### config.mk
export PLATFORM = sky130hd
export DESIGN_NAME = rob_param
export DESIGN_NICKNAME = d
export VERILOG_FILES = /design/src/rtl/rob_param.sv
export SDC_FILE = /design/constraint.sdc
export NUM_CORES = 2
export LEC_CHECK = 0
export ABC_CLOCK_PERIOD_IN_PS = 9640
export CORE_MARGIN = 8
export CORE_UTILIZATION = 60
export CTS_CLUSTER_SIZE = 40
export DETAILED_ROUTE_END_ITERATION = 10
export GPL_TIMING_DRIVEN = 0
export PLACE_DENSITY = 0.79
export SLEW_MARGIN = 25
export SYNTH_ARGS = -nofsm -noshare
export SYNTH_HDL_FRONTEND = slang
export SYNTH_SLANG_ARGS = --single-unit
### constraint.sdc
create_clock -name clk -period 9.64 [get_ports clk]
set_input_delay 1.928 -clock clk [delete_from_list [all_inputs] [get_ports clk]]
set_output_delay 1.928 -clock clk [all_outputs]
set_load 0.03 [all_outputs]
### src/rtl/rob_param.sv
// ---------------------------------------------------------------------------
// rob_param -- reorder buffer for the out-of-order RV32I core.
//
// Entries are allocated in program order at the tail and receive results out
// of order on NUM_WB writeback channels. The head retires in order: at most
// one entry per cycle, producing a register-write commit pulse, a store
// handshake, or a branch-predictor update. A control instruction whose actual
// next pc differs from its predicted next pc flushes the whole buffer at the
// retire edge and raises a one-cycle flush pulse with the redirect target.
//
// Optional feature (compile-time macro ROB_PERF_CNT_EN):
//   defined   -> adds perf_commits / perf_flushes 32-bit wrapping counters
//   undefined -> those ports and counters do not exist
//
// Handshakes: a transfer happens on a rising clk edge where both sides of a
// pair are high and rdy=1 (alloc_valid/alloc_ready, store_valid/store_ready).
// Valid is never made dependent on ready by the producer; alloc_ready and
// store_valid are combinational from registered state only (plus rdy).
//
// Ports:
//   clk, rst            clock; synchronous active-high reset
//   rdy                 global enable, low freezes all state
//   alloc_*             decoder allocation request; alloc_id = tail tag
//   wb_valid/id/value/addr   packed per-channel writeback buses (slice k)
//   commit_*            registered retire pulse and its payload
//   store_valid/addr/data, store_ready   head store handshake
//   bp_valid/pc/taken   registered predictor-update pulse
//   flush, flush_pc     registered mispredict pulse and redirect target
//   count               occupancy (0..DEPTH)
//   perf_commits, perf_flushes   (ROB_PERF_CNT_EN only) event counters
// ---------------------------------------------------------------------------
module rob_param #(
    parameter int DEPTH  = 16,
    parameter int XLEN   = 32,
    parameter int NUM_WB = 2,
    localparam int IDX_W = $clog2(DEPTH)
) (
    input  logic                     clk,
    input  logic                     rst,
    input  logic                     rdy,
    input  logic                     alloc_valid,
    output logic                     alloc_ready,
    output logic [IDX_W-1:0]         alloc_id,
    input  logic [XLEN-1:0]          alloc_pc,
    input  logic [1:0]               alloc_kind,
    input  logic                     alloc_we,
    input  logic [4:0]               alloc_rd,
    input  logic [XLEN-1:0]          alloc_pred_pc,
    input  logic [NUM_WB-1:0]        wb_valid,
    input  logic [NUM_WB*IDX_W-1:0]  wb_id,
    input  logic [NUM_WB*XLEN-1:0]   wb_value,
    input  logic [NUM_WB*XLEN-1:0]   wb_addr,
    output logic                     commit_valid,
    output logic [IDX_W-1:0]         commit_id,
    output logic                     commit_we,
    output logic [4:0]               commit_rd,
    output logic [XLEN-1:0]          commit_value,
    output logic                     store_valid,
    output logic [XLEN-1:0]          store_addr,
    output logic [XLEN-1:0]          store_data,
    input  logic                     store_ready,
    output logic                     bp_valid,
    output logic [XLEN-1:0]          bp_pc,
    output logic                     bp_taken,
    output logic                     flush,
    output logic [XLEN-1:0]          flush_pc,
    output logic [IDX_W:0]           count
`ifdef ROB_PERF_CNT_EN
    ,
    output logic [31:0]              perf_commits,
    output logic [31:0]              perf_flushes
`endif
);

    localparam logic [1:0]       KIND_STORE = 2'b01;
    localparam logic [1:0]       KIND_CTRL  = 2'b10;
    localparam logic [IDX_W:0]   FULL_CNT   = (IDX_W+1)'(DEPTH);
    localparam logic [IDX_W-1:0] ONE_IDX    = IDX_W'(1);
    localparam logic [XLEN-1:0]  PC_STEP    = XLEN'(4);

    // Pointers and per-entry state
    logic [IDX_W-1:0] head;
    logic [IDX_W-1:0] tail;
    logic [DEPTH-1:0] ready;
    logic [DEPTH-1:0] ready_n;

    logic [XLEN-1:0]  e_pc    [DEPTH];
    logic [XLEN-1:0]  e_pred  [DEPTH];
    logic [XLEN-1:0]  e_value [DEPTH];
    logic [XLEN-1:0]  e_addr  [DEPTH];
    logic [1:0]       e_kind  [DEPTH];
    logic [4:0]       e_rd    [DEPTH];
    logic [DEPTH-1:0] e_we;

    // Head decode
    logic head_ready;
    logic head_is_store;
    logic head_is_ctrl;
    logic retire_fire;
    logic mispredict;
    logic alloc_fire;
    logic wb_en;

    // Writeback decode
    logic [IDX_W-1:0]  wb_idx [NUM_WB];
    logic [NUM_WB-1:0] wb_hit;

    assign head_ready    = (count != '0) && ready[head];
    assign head_is_store = (e_kind[head] == KIND_STORE);
    assign head_is_ctrl  = (e_kind[head] == KIND_CTRL);

    // A store only leaves the head in a cycle where memory takes it.
    assign retire_fire = rdy && head_ready && (!head_is_store || store_ready);
    assign mispredict  = retire_fire && head_is_ctrl && (e_addr[head] != e_pred[head]);

    // The flush cycle (flush=1) blocks allocation and ignores writebacks so
    // nothing from the squashed path leaks into the freshly emptied buffer.
    // alloc_ready deliberately does not look ahead at a same-cycle retire.
    assign alloc_ready = (count != FULL_CNT) && !flush;
    assign alloc_fire  = rdy && alloc_valid && alloc_ready;
    assign alloc_id    = tail;
    assign wb_en       = rdy && !flush && !mispredict;

    assign store_valid = rdy && head_ready && head_is_store;
    assign store_addr  = e_addr[head];
    assign store_data  = e_value[head];

    // An entry is live when its distance from head is below the occupancy;
    // writebacks to dead slots are dropped.
    always_comb begin
        wb_idx = '{default: '0};
        wb_hit = '0;
        for (int k = 0; k < NUM_WB; k++) begin
            wb_idx[k] = wb_id[k*IDX_W +: IDX_W];
            wb_hit[k] = wb_valid[k] && ({1'b0, IDX_W'(wb_idx[k] - head)} < count);
        end
    end

    // Ready-bit next state. Order matters: a later assignment wins, so the
    // highest-numbered writeback channel dominates and a flush clears all.
    always_comb begin
        ready_n = ready;
        if (alloc_fire) begin
            ready_n[tail] = 1'b0;
        end
        if (wb_en) begin
            for (int k = 0; k < NUM_WB; k++) begin
                if (wb_hit[k]) begin
                    ready_n[wb_idx[k]] = 1'b1;
                end
            end
        end
        if (retire_fire) begin
            ready_n[head] = 1'b0;
        end
        if (mispredict) begin
            ready_n = '0;
        end
    end

    // Entry payload storage; no reset needed since ready bits gate all use.
    always_ff @(posedge clk) begin
        if (alloc_fire && !mispredict) begin
            e_pc[tail]   <= alloc_pc;
            e_pred[tail] <= alloc_pred_pc;
            e_kind[tail] <= alloc_kind;
            e_rd[tail]   <= alloc_rd;
            e_we[tail]   <= alloc_we;
        end
        if (wb_en) begin
            for (int k = 0; k < NUM_WB; k++) begin
                if (wb_hit[k]) begin
                    e_value[wb_idx[k]] <= wb_value[k*XLEN +: XLEN];
                    e_addr[wb_idx[k]]  <= wb_addr[k*XLEN +: XLEN];
                end
            end
        end
    end

    // Pointers, occupancy and registered retire outputs
    always_ff @(posedge clk) begin
        if (rst) begin
            head         <= '0;
            tail         <= '0;
            count        <= '0;
            ready        <= '0;
            commit_valid <= 1'b0;
            commit_id    <= '0;
            commit_we    <= 1'b0;
            commit_rd    <= '0;
            commit_value <= '0;
            bp_valid     <= 1'b0;
            bp_pc        <= '0;
            bp_taken     <= 1'b0;
            flush        <= 1'b0;
            flush_pc     <= '0;
        end else if (!rdy) begin
            commit_valid <= 1'b0;
            bp_valid     <= 1'b0;
            flush        <= 1'b0;
        end else begin
            commit_valid <= retire_fire;
            commit_we    <= retire_fire && e_we[head] && !head_is_store;
            bp_valid     <= retire_fire && head_is_ctrl;
            flush        <= mispredict;
            ready        <= ready_n;

            if (retire_fire) begin
                commit_id    <= head;
                commit_rd    <= e_rd[head];
                commit_value <= e_value[head];
            end
            if (retire_fire && head_is_ctrl) begin
                bp_pc    <= e_pc[head];
                bp_taken <= (e_addr[head] != (e_pc[head] + PC_STEP));
            end

            if (mispredict) begin
                flush_pc <= e_addr[head];
                head     <= '0;
                tail     <= '0;
                count    <= '0;
            end else begin
                if (retire_fire) begin
                    head <= head + ONE_IDX;
                end
                if (alloc_fire) begin
                    tail <= tail + ONE_IDX;
                end
                case ({alloc_fire, retire_fire})
                    2'b10:   count <= count + 1'b1;
                    2'b01:   count <= count - 1'b1;
                    default: count <= count;
                endcase
            end
        end
    end

`ifdef ROB_PERF_CNT_EN
    // Free-running event counters; wrap naturally at 2^32.
    always_ff @(posedge clk) begin
        if (rst) begin
            perf_commits <= '0;
            perf_flushes <= '0;
        end else if (rdy) begin
            if (retire_fire) begin
                perf_commits <= perf_commits + 32'd1;
            end
            if (mispredict) begin
                perf_flushes <= perf_flushes + 32'd1;
            end
        end
    end
`endif

endmodule

==> summary.md <==
| Metric | Value |
|---|---|
| Crit path required time | about 7.7 ns |
| Initial antenna violation count | 73 |
| Clock transition at path regs | ~0.06 ns |
| CP arrival | between 7 and 8 ns |
| DIE AREA | between 150000 and 200000 um2 |
| Area Growth Syn to Fin | 17.9% |
| Sequential element share of the synthesized area | 66.6% |
| Largest net degree at the start of global routing | 19 |
| Crit end category | output pin |
| Num Clock Sinks | between 2k and 2.5k |
| Largest family of logic cells by synthesized area | multiplexers |
| Hold Crit Class | flip-flop to flip-flop |
| Final setup vio count | 0 |
| Post-synth top cells | edfxtp_1 (2176), mux4_2 (618), mux2_2 (586) |
| Total power | 20.6 mW |
| Register area | 68200 um2 |
| Post-synth EDFFs | 2176 |
| Post-DP HPWL | ~220000 um |
| Status | finished, final reports clean |
| Synth Area in Compound Gates | around 1.8% |
| Final min period | between 9 and 10 ns |
| Sequential share of power | between 50% and 60% |
| Crit-path cells | buf_2, buf_2, buf_4, buf_2, buf_4, buf_2, buf_2, buf_2, buf_2, clkbuf_2, clkbuf_2, mux4_2, mux4_2, clkdlybuf4s50_1 |
| Internal Power | between 15 and 20 mW |
| Vias | slightly above 60k |
| Ports | 400 |
| Sw Pwr | around 4.4 mW |
| First-pass GRT wire length | ~460000 um |
| Die Height | 429 um |
| Hold-fix buffers, CTS | 0 |
| Largest stage delay, worst path | 0.71 ns |
| Final hold viol count | 0 |
| Antenna viol nets, final | 0 |
| Die Wd | between 400 and 500 um |
| Vias in the first global route | just over 60k |
| First drt pass iteration count | 7 |
| Via density | approximately 7 |
| Cell Area, Synth | 102000 um2 |
| Sw Ratio | a little over a fifth |
| FP Rows | about 150 |
| Syn_nets | approximately 5.7k |
| Initial Util | approximately 60% |
| Routed wire per std cell | 38.2 um |
| # nets final | 6480 |
| Initial DRC Count | around 9.8k |
| Mux share of post-synthesis cell area | a little over a quarter |
| Slew Limit Fails | 0 |
| Number of synthesized register bits | 2319 |
| Highest clock rate | 104 MHz |
| H-Tree Level Count | 4 |
| Post-Synth Simple-Gate Area | approximately 2.3% |
| Layout Cells excl Fill | 8705 |
| RD Place Congestion | between 0.9 and 1 |
| Clk_skew | ~0.073 ns |
| Avg Inst Size Synth | ~19 um2 |
| CTS tree | built |
| Area of the multi-input gates | between 30000 and 40000 um2 |
| Dominant synthesized flop cell | edfxtp_1 |
| Synth Area in XOR/XNOR | less than 1% |
| VDD IR-drop max | 191 uV |
| Clock Power Share | a little over two fifths |
| Worst-path fanout max | 10 |
| Root Buffer | clkbuf_16 |
| Area leader, netlist | edfxtp_1 |
| Async set-reset flop share out of synthesis | 0% |
| Area contributors post-synth | edfxtp_1 (64%), mux4_2 (14%), mux2_2 (6.4%), mux2_1 (5.0%), dfxtp_1 (2.8%) |
| Slew margin rel. | roughly 20% |
| Post-synth top area share | 63.8% |
| Cells after synthesis | approximately 5.5k |
| Cell Pwr Density | around 170 nW/um2 |
| Placed cell areas | roughly 110000 um2 |
| Most numerous cell in the Yosys netlist | edfxtp_1 |
| FILL cells | 9912 |
| Final period util | about 100% |
| Clk buf depth | 3 |
| Design area | between 100000 and 150000 um2 |
| Layout cell share with drive strength beyond 1 | 30.8% |
| Clock latency on the worst-skew pair | 0.88 ns |
| Worst Tran Pin Value | roughly 1.2 ns |
| Max_cap viols | 0 |
| Synth unique cells | 73 |
| CTS buffer count | roughly 230 |
| CP max stage cell | mux4_2 |
| CP startpoint kind | flip-flop |
| Core footprint | roughly 170000 um2 |
| Total gr overflow | 0 |
| Post-Synth Adder-Cell Area | 0.352% |
| Critical path class | flip-flop to output pin |
| I/O Buffers | about 400 |
| # DRC | 0 |
| CP most frequent cell | buf_2 |
| Pleak | 38.4 nW |
| Combinational share of power | approximately 3.8% |
| YS warnings | 0 |
| Total global-route track usage | 35.3% |
| Wire length after detailed routing | 333000 um |
| Cells after DPL | ~8.2k |
path summary, 6_finish.rpt:
kind,start,endpoint,slack (ns),depth (start not counted)
worst max register to register,flip-flop,e_pred[1][23]$_DFFE_PP_,0.95,19
worst min register to register,commit_value[1]$_SDFFE_PP0P_,commit_value[1]$_SDFFE_PP0P_,0.46,2
worst max-delay path,flip-flop,store_data[0],0.03,14
worst min-delay path,commit_value[1]$_SDFFE_PP0P_,commit_value[1]$_SDFFE_PP0P_,0.46,2
layer usage:
layer / vias to the layer above / part of all wire [%] / track usage [%]
met4: 32 / 8.5 / 25.4
met2: 5004 / 47 / 54.8
li1: 23900 / - / -
met1: 31500 / 33 / 43.1
met5: - / 0.065 / 0
met3: 1175 / 12 / 9.31
area by class of cell:
type                       instances  area share, %
sequential                      2319           56.5
multi-input combinational       2672           26.8
timing repair buffer             554           6.48
clock buffer                     319           5.17
tap                             2218           2.30
buffer                           439           1.70
clock inverter                   104          0.820
antenna                           53          0.110
inverter                          27         0.0839
cells in the final DEF, fill, tap and decap left out, drive strengths merged, types with 18 or more instances in the layout:
cell and count:
edfxtp 2176, mux2 1042, mux4 618, clkbuf 545, clkdlybuf4s50 398, buf 369, nand2 180, dfxtp 143
nor2 142, mux2i 118, a21oi 83, clkinv 78, diode 53, xor2 47, o21ai 47, a22oi 38
nand3 37, inv 36, xnor2 32, nand4 28, ha 24, o22ai 20, nand2b 19, nor3 18
worst max-delay path: cells and delay by family (launching register included):
family,cells,cell delay [ns]
flops,1,0.47
buf+inv,12,5.16
mux,2,1.13
power by group through the flow:
stage | Clock (mW) | Sequential (mW) | Combinational [mW]
floorplan | 0 | 11.3 | 0.378
global placement | 0 | 11.3 | 0.687
detailed placement | 0 | 11.3 | 0.756
global route | 9.11 | 11.1 | 0.825
CTS | 8.74 | 11.1 | 0.767
finish | 8.75 | 11.1 | 0.784
registers in the layout, indices dropped and copies added (netlist names), 5 cells and up, named ones only:
| name | flops |
|---|---|
| e_addr | 512 |
| e_pc | 512 |
| e_pred | 512 |
| e_value | 512 |
| e_rd | 80 |
| bp_pc | 32 |
| commit_value | 32 |
| e_kind | 32 |
| flush_pc | 32 |
| e_we | 16 |
| ready | 16 |
| commit_rd | 5 |
| count | 5 |
metrics by stage:
stage / hold WS (ns) / TNS (ns) / setup WS, ns / utilization [%]
after floorplan: 0.447 / 0 / 2.19 / -
after global placement: 0.442 / - / -5.76 / 64.4
after detailed placement: 0.448 / 0 / 0.673 / 66.9
after CTS: 0.455 / 0 / 0.0863 / 71.2
after global routing: 0.480 / -0.00155 / -0.00155 / 71.2
final: 0.455 / 0 / 0.0343 / 71.2
cell families (layout without fill, tap and decap cells):
| family | count (synthesis) | in the layout |
|---|---|---|
| AOI/OAI and AO/OA | 284 | 284 |
| xor gates and xnor gates | 79 | 79 |
| adders and majority gates | 27 | 27 |
| buffers and inverters | 466 | 1443 |
| DFF | 2319 | 2319 |
| muxes | 1778 | 1778 |
| other | 0 | 53 |
| and+or+nand+nor | 504 | 504 |
timing repair:
action                                  4_1_cts  5_1_grt
gates cloned                                  0        0
endpoints found under the setup margin       32        2
setup buffers                                 0        0
gates resized for setup                       3        2
(Power assumes the default switching activity.)
